`src/rtl/seq_divider_pkg.sv`:
```
// +----------------------------------------------------------------------+
// | seq_divider_pkg : state encoding and default width for seq_divider   |
// | Rev 1.0                                                              |
// +----------------------------------------------------------------------+
`default_nettype none

package seq_divider_pkg;

  localparam int c_WIDTH_DEFAULT = 16;

  typedef enum logic [1:0] {
    IDLE = 2'd0,
    RUN  = 2'd1,
    DONE = 2'd2
  } state_t;

endpackage

`default_nettype wire

```
`src/rtl/seq_divider_up_cntr.sv`:
```
// +----------------------------------------------------------------------+
// | up_cntr : WIDTH-bit quotient counter with clear, set-all-ones, +1    |
// | Rev 1.0                                                              |
// +----------------------------------------------------------------------+
`default_nettype none

module up_cntr #(
  parameter int WIDTH = 16
) (
  input  logic             clk,
  input  logic             rst,
  input  logic             i_clr,
  input  logic             i_set,
  input  logic             i_inc,
  output logic [WIDTH-1:0] o_cnt
);

  logic [WIDTH-1:0] r_cnt;

  // clear wins over set, set wins over increment
  always_ff @(posedge clk or posedge rst) begin
    if (rst) begin
      r_cnt <= '0;
    end else if (i_clr) begin
      r_cnt <= '0;
    end else if (i_set) begin
      r_cnt <= '1;
    end else if (i_inc) begin
      r_cnt <= r_cnt + WIDTH'(1);
    end
  end

  assign o_cnt = r_cnt;

endmodule

`default_nettype wire

```
`src/rtl/seq_divider.sv`:
```
// +----------------------------------------------------------------------+
// | seq_divider : unsigned divider by repeated subtraction               |
// | Rev 1.0                                                              |
// +----------------------------------------------------------------------+
`default_nettype none

module seq_divider
  import seq_divider_pkg::*;
#(
  parameter int WIDTH = c_WIDTH_DEFAULT
) (
  input  logic             clk,
  input  logic             rst,
  input  logic             i_start,
  input  logic [WIDTH-1:0] i_dividend,
  input  logic [WIDTH-1:0] i_divisor,
  output logic             o_busy,
  output logic             o_done,
  output logic             o_div_by_zero,
  output logic [WIDTH-1:0] o_quotient,
  output logic [WIDTH-1:0] o_remainder
);

  state_t           r_state;
  logic [WIDTH-1:0] r_rem;
  logic [WIDTH-1:0] r_div;
  logic             r_busy;
  logic             r_done;
  logic             r_dbz;

  logic w_accept;
  logic w_div_zero;
  logic w_ge;
  logic w_clr;
  logic w_set;
  logic w_inc;

  assign w_accept   = (r_state == IDLE) && i_start;
  assign w_div_zero = (i_divisor == '0);
  assign w_ge       = (r_rem >= r_div);
  assign w_clr      = w_accept && !w_div_zero;
  assign w_set      = w_accept && w_div_zero;
  assign w_inc      = (r_state == RUN) && w_ge;

  // quotient lives in the counter; it saturates to all-ones on divide-by-zero
  up_cntr #(
    .WIDTH (WIDTH)
  ) u_qcnt (
    .clk   (clk),
    .rst   (rst),
    .i_clr (w_clr),
    .i_set (w_set),
    .i_inc (w_inc),
    .o_cnt (o_quotient)
  );

  always_ff @(posedge clk or posedge rst) begin
    if (rst) begin
      r_state <= IDLE;
      r_rem   <= '0;
      r_div   <= '0;
      r_busy  <= 1'b0;
      r_done  <= 1'b0;
      r_dbz   <= 1'b0;
    end else begin
      r_done <= 1'b0;
      case (r_state)
        IDLE: begin
          if (i_start) begin
            r_rem  <= i_dividend;
            r_div  <= i_divisor;
            r_busy <= 1'b1;
            r_dbz  <= w_div_zero;
            if (w_div_zero) begin
              r_state <= DONE;
              r_done  <= 1'b1;
            end else begin
              r_state <= RUN;
            end
          end
        end
        RUN: begin
          // subtract only when it cannot wrap; first failing compare ends the run
          if (w_ge) begin
            r_rem <= r_rem - r_div;
          end else begin
            r_state <= DONE;
            r_done  <= 1'b1;
          end
        end
        DONE: begin
          r_state <= IDLE;
          r_busy  <= 1'b0;
        end
        default: begin
          r_state <= IDLE;
          r_busy  <= 1'b0;
        end
      endcase
    end
  end

  assign o_busy        = r_busy;
  assign o_done        = r_done;
  assign o_div_by_zero = r_dbz;
  assign o_remainder   = r_rem;

endmodule

`default_nettype wire

```
`config.mk`:
```
export PLATFORM = sky130hd
export DESIGN_NAME = seq_divider
export DESIGN_NICKNAME = d
export VERILOG_FILES = /design/src/rtl/seq_divider_pkg.sv /design/src/rtl/seq_divider_up_cntr.sv /design/src/rtl/seq_divider.sv
export SDC_FILE = /design/constraint.sdc
export NUM_CORES = 1
export LEC_CHECK = 0
export CORE_MARGIN = 3
export CORE_UTILIZATION = 47
export CTS_CLUSTER_DIAMETER = 100
export DETAILED_ROUTE_END_ITERATION = 10
export PLACE_DENSITY = 0.89
export SYNTH_ARGS = -nofsm -noshare
export SYNTH_HDL_FRONTEND = slang
export SYNTH_SLANG_ARGS = --single-unit
```
`constraint.sdc`:
```
create_clock -name clk -period 2.7 [get_ports clk]
set_clock_uncertainty 0.1 [all_clocks]
set_input_delay 0.27 -clock clk [delete_from_list [all_inputs] [get_ports clk]]
set_output_delay 0.27 -clock clk [all_outputs]
set_load 0.1 [all_outputs]
```
==> results of run 1 <==
## what timing repair did
item,in CTS,in global routing
setup endpoints to repair,0,4
setup buffers,0,0
gates resized for setup,0,1
## final timing paths
path | from | end | slack [ps] | cells after the start
max | o_remainder[12] | u_qcnt.o_cnt[9] | 130 | 8
min | rst | o_div_by_zero | 100 | 2
max reg2reg | o_remainder[12] | u_qcnt.o_cnt[9] | 130 | 8
min reg2reg | o_div_by_zero | o_div_by_zero | 390 | 1
max in group asynchronous | rst | o_remainder[6] | 1860 | 3
min in group clk | o_div_by_zero | o_div_by_zero | 390 | 1
## cells by family after synthesis
| family | Yosys count | synth area share, % |
|---|---|---|
| simple gates | 141 | 19.4 |
| compound gates | 132 | 23.9 |
| flops | 53 | 39.4 |
| buf+inv | 43 | 5.21 |
| fa+ha+maj | 18 | 6.92 |
| xor+xnor | 10 | 2.61 |
| mux | 8 | 2.46 |
## flip-flops by register name, summed over array words and instances, names as in the netlist
name / cells
r_div: 16
o_done: 1
o_remainder: 16
u_qcnt.o_cnt: 16
o_div_by_zero: 1
o_busy: 1
r_state: 2
## routing by layer
| metal | global-route usage, % | wire length, um |
|---|---|---|
| met4 | 5.87 | 82 |
| met1 | 30.0 | 3970 |
| met2 | 37.1 | 4550 |
| met3 | 3.25 | 439 |
| met5 | 0 | 0 |
## placed cells by master, fill, tap and decap left out, types with 11 or more instances in the layout
master / instances
sky130_fd_sc_hd__a21oi_1: 29
sky130_fd_sc_hd__a31oi_1: 11
sky130_fd_sc_hd__buf_4: 56
sky130_fd_sc_hd__clkdlybuf4s50_1: 34
sky130_fd_sc_hd__dfrtp_1: 38
sky130_fd_sc_hd__dfrtp_2: 15
sky130_fd_sc_hd__ha_1: 16
sky130_fd_sc_hd__inv_1: 21
sky130_fd_sc_hd__nand2_1: 54
sky130_fd_sc_hd__nor2_1: 34
sky130_fd_sc_hd__o21ai_0: 40
sky130_fd_sc_hd__o21ai_1: 22
## layout make-up
type,count,area share [%]
multi-input combinational,309,43.3
sequential,53,30.9
timing repair buffer,93,18.9
tap,96,2.76
inverter,23,1.99
clock buffer,5,1.58
clock inverter,3,0.518
## critical path: cells and delay by family, from the launching register on
kind            cells  cell delay, ps
flops               1             440
buf+inv             1             180
compound gates      3             460
fa+ha+maj           1             310
simple gates        3             960
## per-stage QoR
stage	worst slack (ps)	instances	TNS [ps]	util, %
floorplan	-61.6	405	-123	-
global placement	186	574	0	61.8
detailed placement	107	574	0	61.8
CTS	85.2	582	0	63.1
global route	0.591	582	0	63.3
finish	126	582	0	63.3
==> PnR_summary.wiki, run 1 <==
{| class="wikitable"
! Metric !! Value
|-
| Run status || finished clean
|-
| Overall die area || 8200 um2
|-
| Overall overflow remaining after global route || 0
|-
| Critical path type || reg2reg
|-
| Area growth, synth to finish || 29.3%
|-
| Wire length per cell || 15.5 um
|-
| Layout Nets || 538
|-
| PortBufs || 69
|-
| Final ANT Viol Nets || 0
|-
| Pin count of the biggest net entering global routing || 45
|-
| Post-layout instance area || 4350 um2
|-
| Via count of the first global-routing pass || 3134
|-
| Antenna violations before repair || 0
|-
| Die height || 90.6 um
|-
| Most used DFF post-synth || sky130_fd_sc_hd__dfrtp_1
|-
| Remaining routing DRC violations || 0
|-
| CP Cell Sequence || ha_1 > nand4_1 > or4_4 > nor2_2 > o31ai_4 > buf_4 > o311ai_1 > o21ai_1
|-
| Row Count || 30
|-
| Instance count of the mapped netlist || 405
|-
| Cell Area, Placed || 4240 um2
|-
| Routability congestion estimate from global placement || 0.898
|-
| Clock transition at the registers of the reported paths || 100 ps
|-
| Overall global routing resource usage || 22.1%
|-
| Area used by multi-input combinational logic || 1880 um2
|-
| Maximum level of the CTS H-tree || 2
|-
| Bufs on Longest Clock Path || 2
|-
| Routed WL || 9040 um
|-
| Number of flops mapped to enable cells by yosys || 0
|-
| Die Span X || 90.6 um
|-
| Kind of start point of the critical path || flip-flop
|-
| Sequential cell area || 1350 um2
|-
| Total I/O pin count || 70
|-
| Leading area contributor after synthesis || sky130_fd_sc_hd__dfrtp_1
|-
| Core box area || 6870 um2
|-
| Unrepaired setup endpoints after global routing || false
|-
| Tightest slew margin relative to the limit || 48.7%
|-
| Final hold vios || 0
|-
| Clock buffer count from CTS || 5
|-
| Synth Register Bits || 53
|-
| Slowest stage delay, CP || 590 ps
|-
| Synth Area per Inst || 8.30 um2
|-
| Async set or reset register ratio after synthesis || 100%
|-
| Netlist Area Pre-Place || 3360 um2
|-
| Final number of setup-violating endpoints || 0
|-
| Top cells by area in the synthesized netlist || sky130_fd_sc_hd__dfrtp_1 (39%), sky130_fd_sc_hd__ha_1 (6.3%), sky130_fd_sc_hd__nand2_1 (6.0%)
|-
| Arrival time of data at the critical path endpoint || 2660 ps
|-
| Antenna diode count || 0
|-
| CP endpoint kind || flip-flop
|-
| Initial cell density of the core || 48.9%
|-
| Count of distinct cell types in the synthesized netlist || 50
|-
| Worst-margin pin slew || 769 ps
|-
| Filler cells || 579
|-
| Most common library cells after synthesis || sky130_fd_sc_hd__nand2_1 (54), sky130_fd_sc_hd__dfrtp_1 (53), sky130_fd_sc_hd__o21ai_0 (40)
|-
| Post-layout minimum cycle time || 2570 ps
|-
| Synthesized Nets || 458
|-
| First-pass GRT wire length || 15100 um
|-
| Via count || 3323
|-
| Fin. max-slew vios || 0
|-
| Top-area cell type share of the netlist area || 39.4%
|-
| Most common cell in the synthesized netlist || sky130_fd_sc_hd__nand2_1
|-
| Latest clock arrival within the worst-skew pair || 310 ps
|-
| Sequential share of the synthesized area || 39.4%
|-
| Max FO, Critical Path || 8
|-
| Fmax || 0.389 GHz
|-
| First-pass DRT Iterations || 5
|-
| Clk Tree Root Cell || sky130_fd_sc_hd__clkbuf_8
|-
| Portion of the clock cycle consumed by the worst path in the final layout || 95.3%
|-
| Cts-stage hold buffer count || 0
|-
| Worst hold path type || in2async
|-
| Violation count after the first detailed-routing iteration || 260
|-
| Ys Warns || 0
|-
| Number of maximum-capacitance constraint violations || 0
|-
| Critical Path Slowest Stage Cell || sky130_fd_sc_hd__or4_4
|-
| Required time of the critical path || 2790 ps
|-
| Layout cell share with drive strength beyond 1 || 19.8%
|-
| Vias per inst || 5.71
|-
| Clock Sinks || 53
|-
| Worst hold margin || 95.9 ps
|-
| TritonCTS clock tree || done
|-
| Placed wire-length estimate after detailed placement || 6940 um
|}
Power of run 1 is left out: the tool's default activity adds up to more than one toggle a clock period on the data nets, which glitch-free logic cannot reach.
==> run 2, diff against run 1 <==
--- a/config.mk
+++ b/config.mk
@@ -6,7 +6,7 @@
 export NUM_CORES = 1
 export LEC_CHECK = 0
 export CORE_MARGIN = 3
-export CORE_UTILIZATION = 47
+export CORE_UTILIZATION = 54
 export CTS_CLUSTER_DIAMETER = 100
 export DETAILED_ROUTE_END_ITERATION = 10
 export PLACE_DENSITY = 0.89
==> constraint.sdc (replaced) <==
create_clock -name clk -period 3.13 [get_ports clk]
set_clock_uncertainty 0.1 [all_clocks]
set_input_delay 0.313 -clock clk [delete_from_list [all_inputs] [get_ports clk]]
set_output_delay 0.313 -clock clk [all_outputs]
set_load 0.1 [all_outputs]
==> PnR_summary.wiki, run 2 (same netlist as run 1, synthesis figures left out) <==
{| class="wikitable"
! Metric !! Value
|-
| Area growth, synth to finish || 24.3%
|-
| Cts-stage hold buffer count || 0 (unchanged)
|-
| Layout cell share with drive strength beyond 1 || 13.3% (-6.4 points)
|-
| Unrepaired setup endpoints after global routing || false
|-
| Required time of the critical path || 3230 ps (+440 ps)
|-
| Max FO, Critical Path || 9 (+1)
|-
| Wire length per cell || 16.8 um (+8.0%)
|-
| Overall overflow remaining after global route || 0 (unchanged)
|-
| Tightest slew margin relative to the limit || 33.4% (-15 points)
|-
| Post-layout minimum cycle time || 2890 ps (+315 ps)
|-
| Layout Nets || 524 (-2.6%)
|-
| Die Span X || 84.9 um (-6.3%)
|-
| Final hold vios || 0 (unchanged)
|-
| Most common cell after layout, fill and taps aside || sky130_fd_sc_hd__nand2_1
|-
| Via count of the first global-routing pass || 3160 (+0.83%)
|-
| Clock buffer count from CTS || 5 (unchanged)
|-
| Portion of the clock cycle consumed by the worst path in the final layout || 92.3% (-3.0 points)
|-
| Via count || 3259 (-1.9%)
|-
| Routed WL || 9170 um (+1.5%)
|-
| Die height || 84.9 um (-6.3%)
|-
| Violation count after the first detailed-routing iteration || 259 (-0.38%)
|-
| Latest clock arrival within the worst-skew pair || 320 ps (about the same)
|-
| Worst hold path type || in2async
|-
| Clock Sinks || 53 (unchanged)
|-
| Row Count || 28 (-6.7%)
|-
| PortBufs || 69 (unchanged)
|-
| Worst reg2reg path endpoint || o_remainder[3]
|-
| Core box area || 5990 um2 (-13%)
|-
| Summed negative setup slack over all endpoints || 0 ps (unchanged)
|-
| Kind of start point of the critical path || flip-flop
|-
| Worst-margin pin slew || 990 ps (+221 ps)
|-
| Arrival time of data at the critical path endpoint || 2990 ps (+330 ps)
|-
| First-pass GRT wire length || 15300 um (+1.1%)
|-
| Maximum level of the CTS H-tree || 2 (unchanged)
|-
| Run status || finished clean
|-
| CP endpoint kind || flip-flop
|-
| Setup fix buffers added after clock tree synthesis || 0 (unchanged)
|-
| Bufs on Longest Clock Path || 2 (unchanged)
|-
| Most frequent cells in the layout || sky130_fd_sc_hd__nand2_1 (54), sky130_fd_sc_hd__dfrtp_1 (53), sky130_fd_sc_hd__buf_4 (44), sky130_fd_sc_hd__o21ai_0 (40)
|-
| Clk Tree Root Cell || sky130_fd_sc_hd__clkbuf_8
|-
| Worst r2r src || o_remainder[0]
|-
| Fmax || 0.346 GHz (-11%)
|-
| TritonCTS clock tree || done
|-
| R2R depth || 10 (+2)
|-
| Fin. max-slew vios || 0 (unchanged)
|-
| Total I/O pin count || 70 (unchanged)
|-
| Initial cell density of the core || 56.1% (+7.2 points)
|-
| Final ANT Viol Nets || 0 (unchanged)
|-
| Quantity of gates resized following cts || 0 (unchanged)
|-
| Final number of setup-violating endpoints || 0 (unchanged)
|-
| Overall global routing resource usage || 26.2% (+4.0 points)
|-
| Remaining routing DRC violations || 0 (unchanged)
|-
| Critical path type || reg2reg
|-
| Setup slack on the worst flop-to-flop path || 240 ps (+110 ps)
|-
| First-pass DRT Iterations || 6 (+1)
|-
| Antenna violations before repair || 0 (unchanged)
|-
| Number of maximum-capacitance constraint violations || 0 (unchanged)
|-
| Pin count of the biggest net entering global routing || 42 (-6.7%)
|-
| Clock transition at the registers of the reported paths || 100 ps (about the same)
|-
| Vias per inst || 5.96 (+4.3%)
|-
| Routability congestion estimate from global placement || 0.893 (-0.53%)
|-
| Antenna diode count || 0 (unchanged)
|-
| Overall die area || 7210 um2 (-12%)
|-
| Placed wire-length estimate after detailed placement || 6730 um (-3.0%)
|}
[run 2: layout make-up]
type	count	area, um2
Timing Repair Buffer	79	691
Inverter	23	86.3
Sequential cell	53	1330
Fill cell	479	1810
Multi-Input combinational cell	309	1870
Tap cell	75	93.8
Clock buffer	6	72.6
Clock inverter	2	38.8
[run 2: critical path, stage by stage (launching register included)]
cell                       delay, ps
sky130_fd_sc_hd__dfrtp_1         390
sky130_fd_sc_hd__inv_1            70
sky130_fd_sc_hd__ha_1            170
sky130_fd_sc_hd__inv_1            60
sky130_fd_sc_hd__fa_1            400
sky130_fd_sc_hd__a21o_1          210
sky130_fd_sc_hd__a211oi_2        330
sky130_fd_sc_hd__nor2_2           90
sky130_fd_sc_hd__o31ai_4         460
sky130_fd_sc_hd__nand2_2         160
sky130_fd_sc_hd__mux2_1          340
[run 2: how the worst max path moves through the flow]
stage | from | to | slack, ps | cells after the start
after floorplan | o_remainder[0] | o_remainder[3] | 50 | 10
after global placement | o_remainder[0] | o_remainder[3] | 370 | 10
after detailed placement | o_remainder[0] | o_remainder[9] | 270 | 10
after CTS | o_remainder[0] | o_remainder[3] | 250 | 10
after global routing | o_remainder[0] | o_remainder[3] | 90 | 10
final | o_remainder[0] | o_remainder[3] | 240 | 10
[run 2: through the flow]
step	cell area [um2]	utilization (%)	setup slack [ps]	cells	hold WS (ps)
floorplan	3360	-	47.7	405	318
global placement	4070	67.9	372	539	369
detailed placement	4070	67.9	273	539	380
CTS	4180	69.7	246	547	286
global route	4180	69.7	86.0	547	295
finish	4180	69.7	241	547	273
[run 2: layer usage]
layer  vias to the layer above  part of all wire (%)  track usage, %
li1                       1579                     -               -
met1                      1547                    44            34.9
met2                       112                    49            43.2
met3                        21                   5.3            4.66
met4                         0                   1.7            8.78
met5                         -                     0               0
Power of run 2 is left out for the same reason.
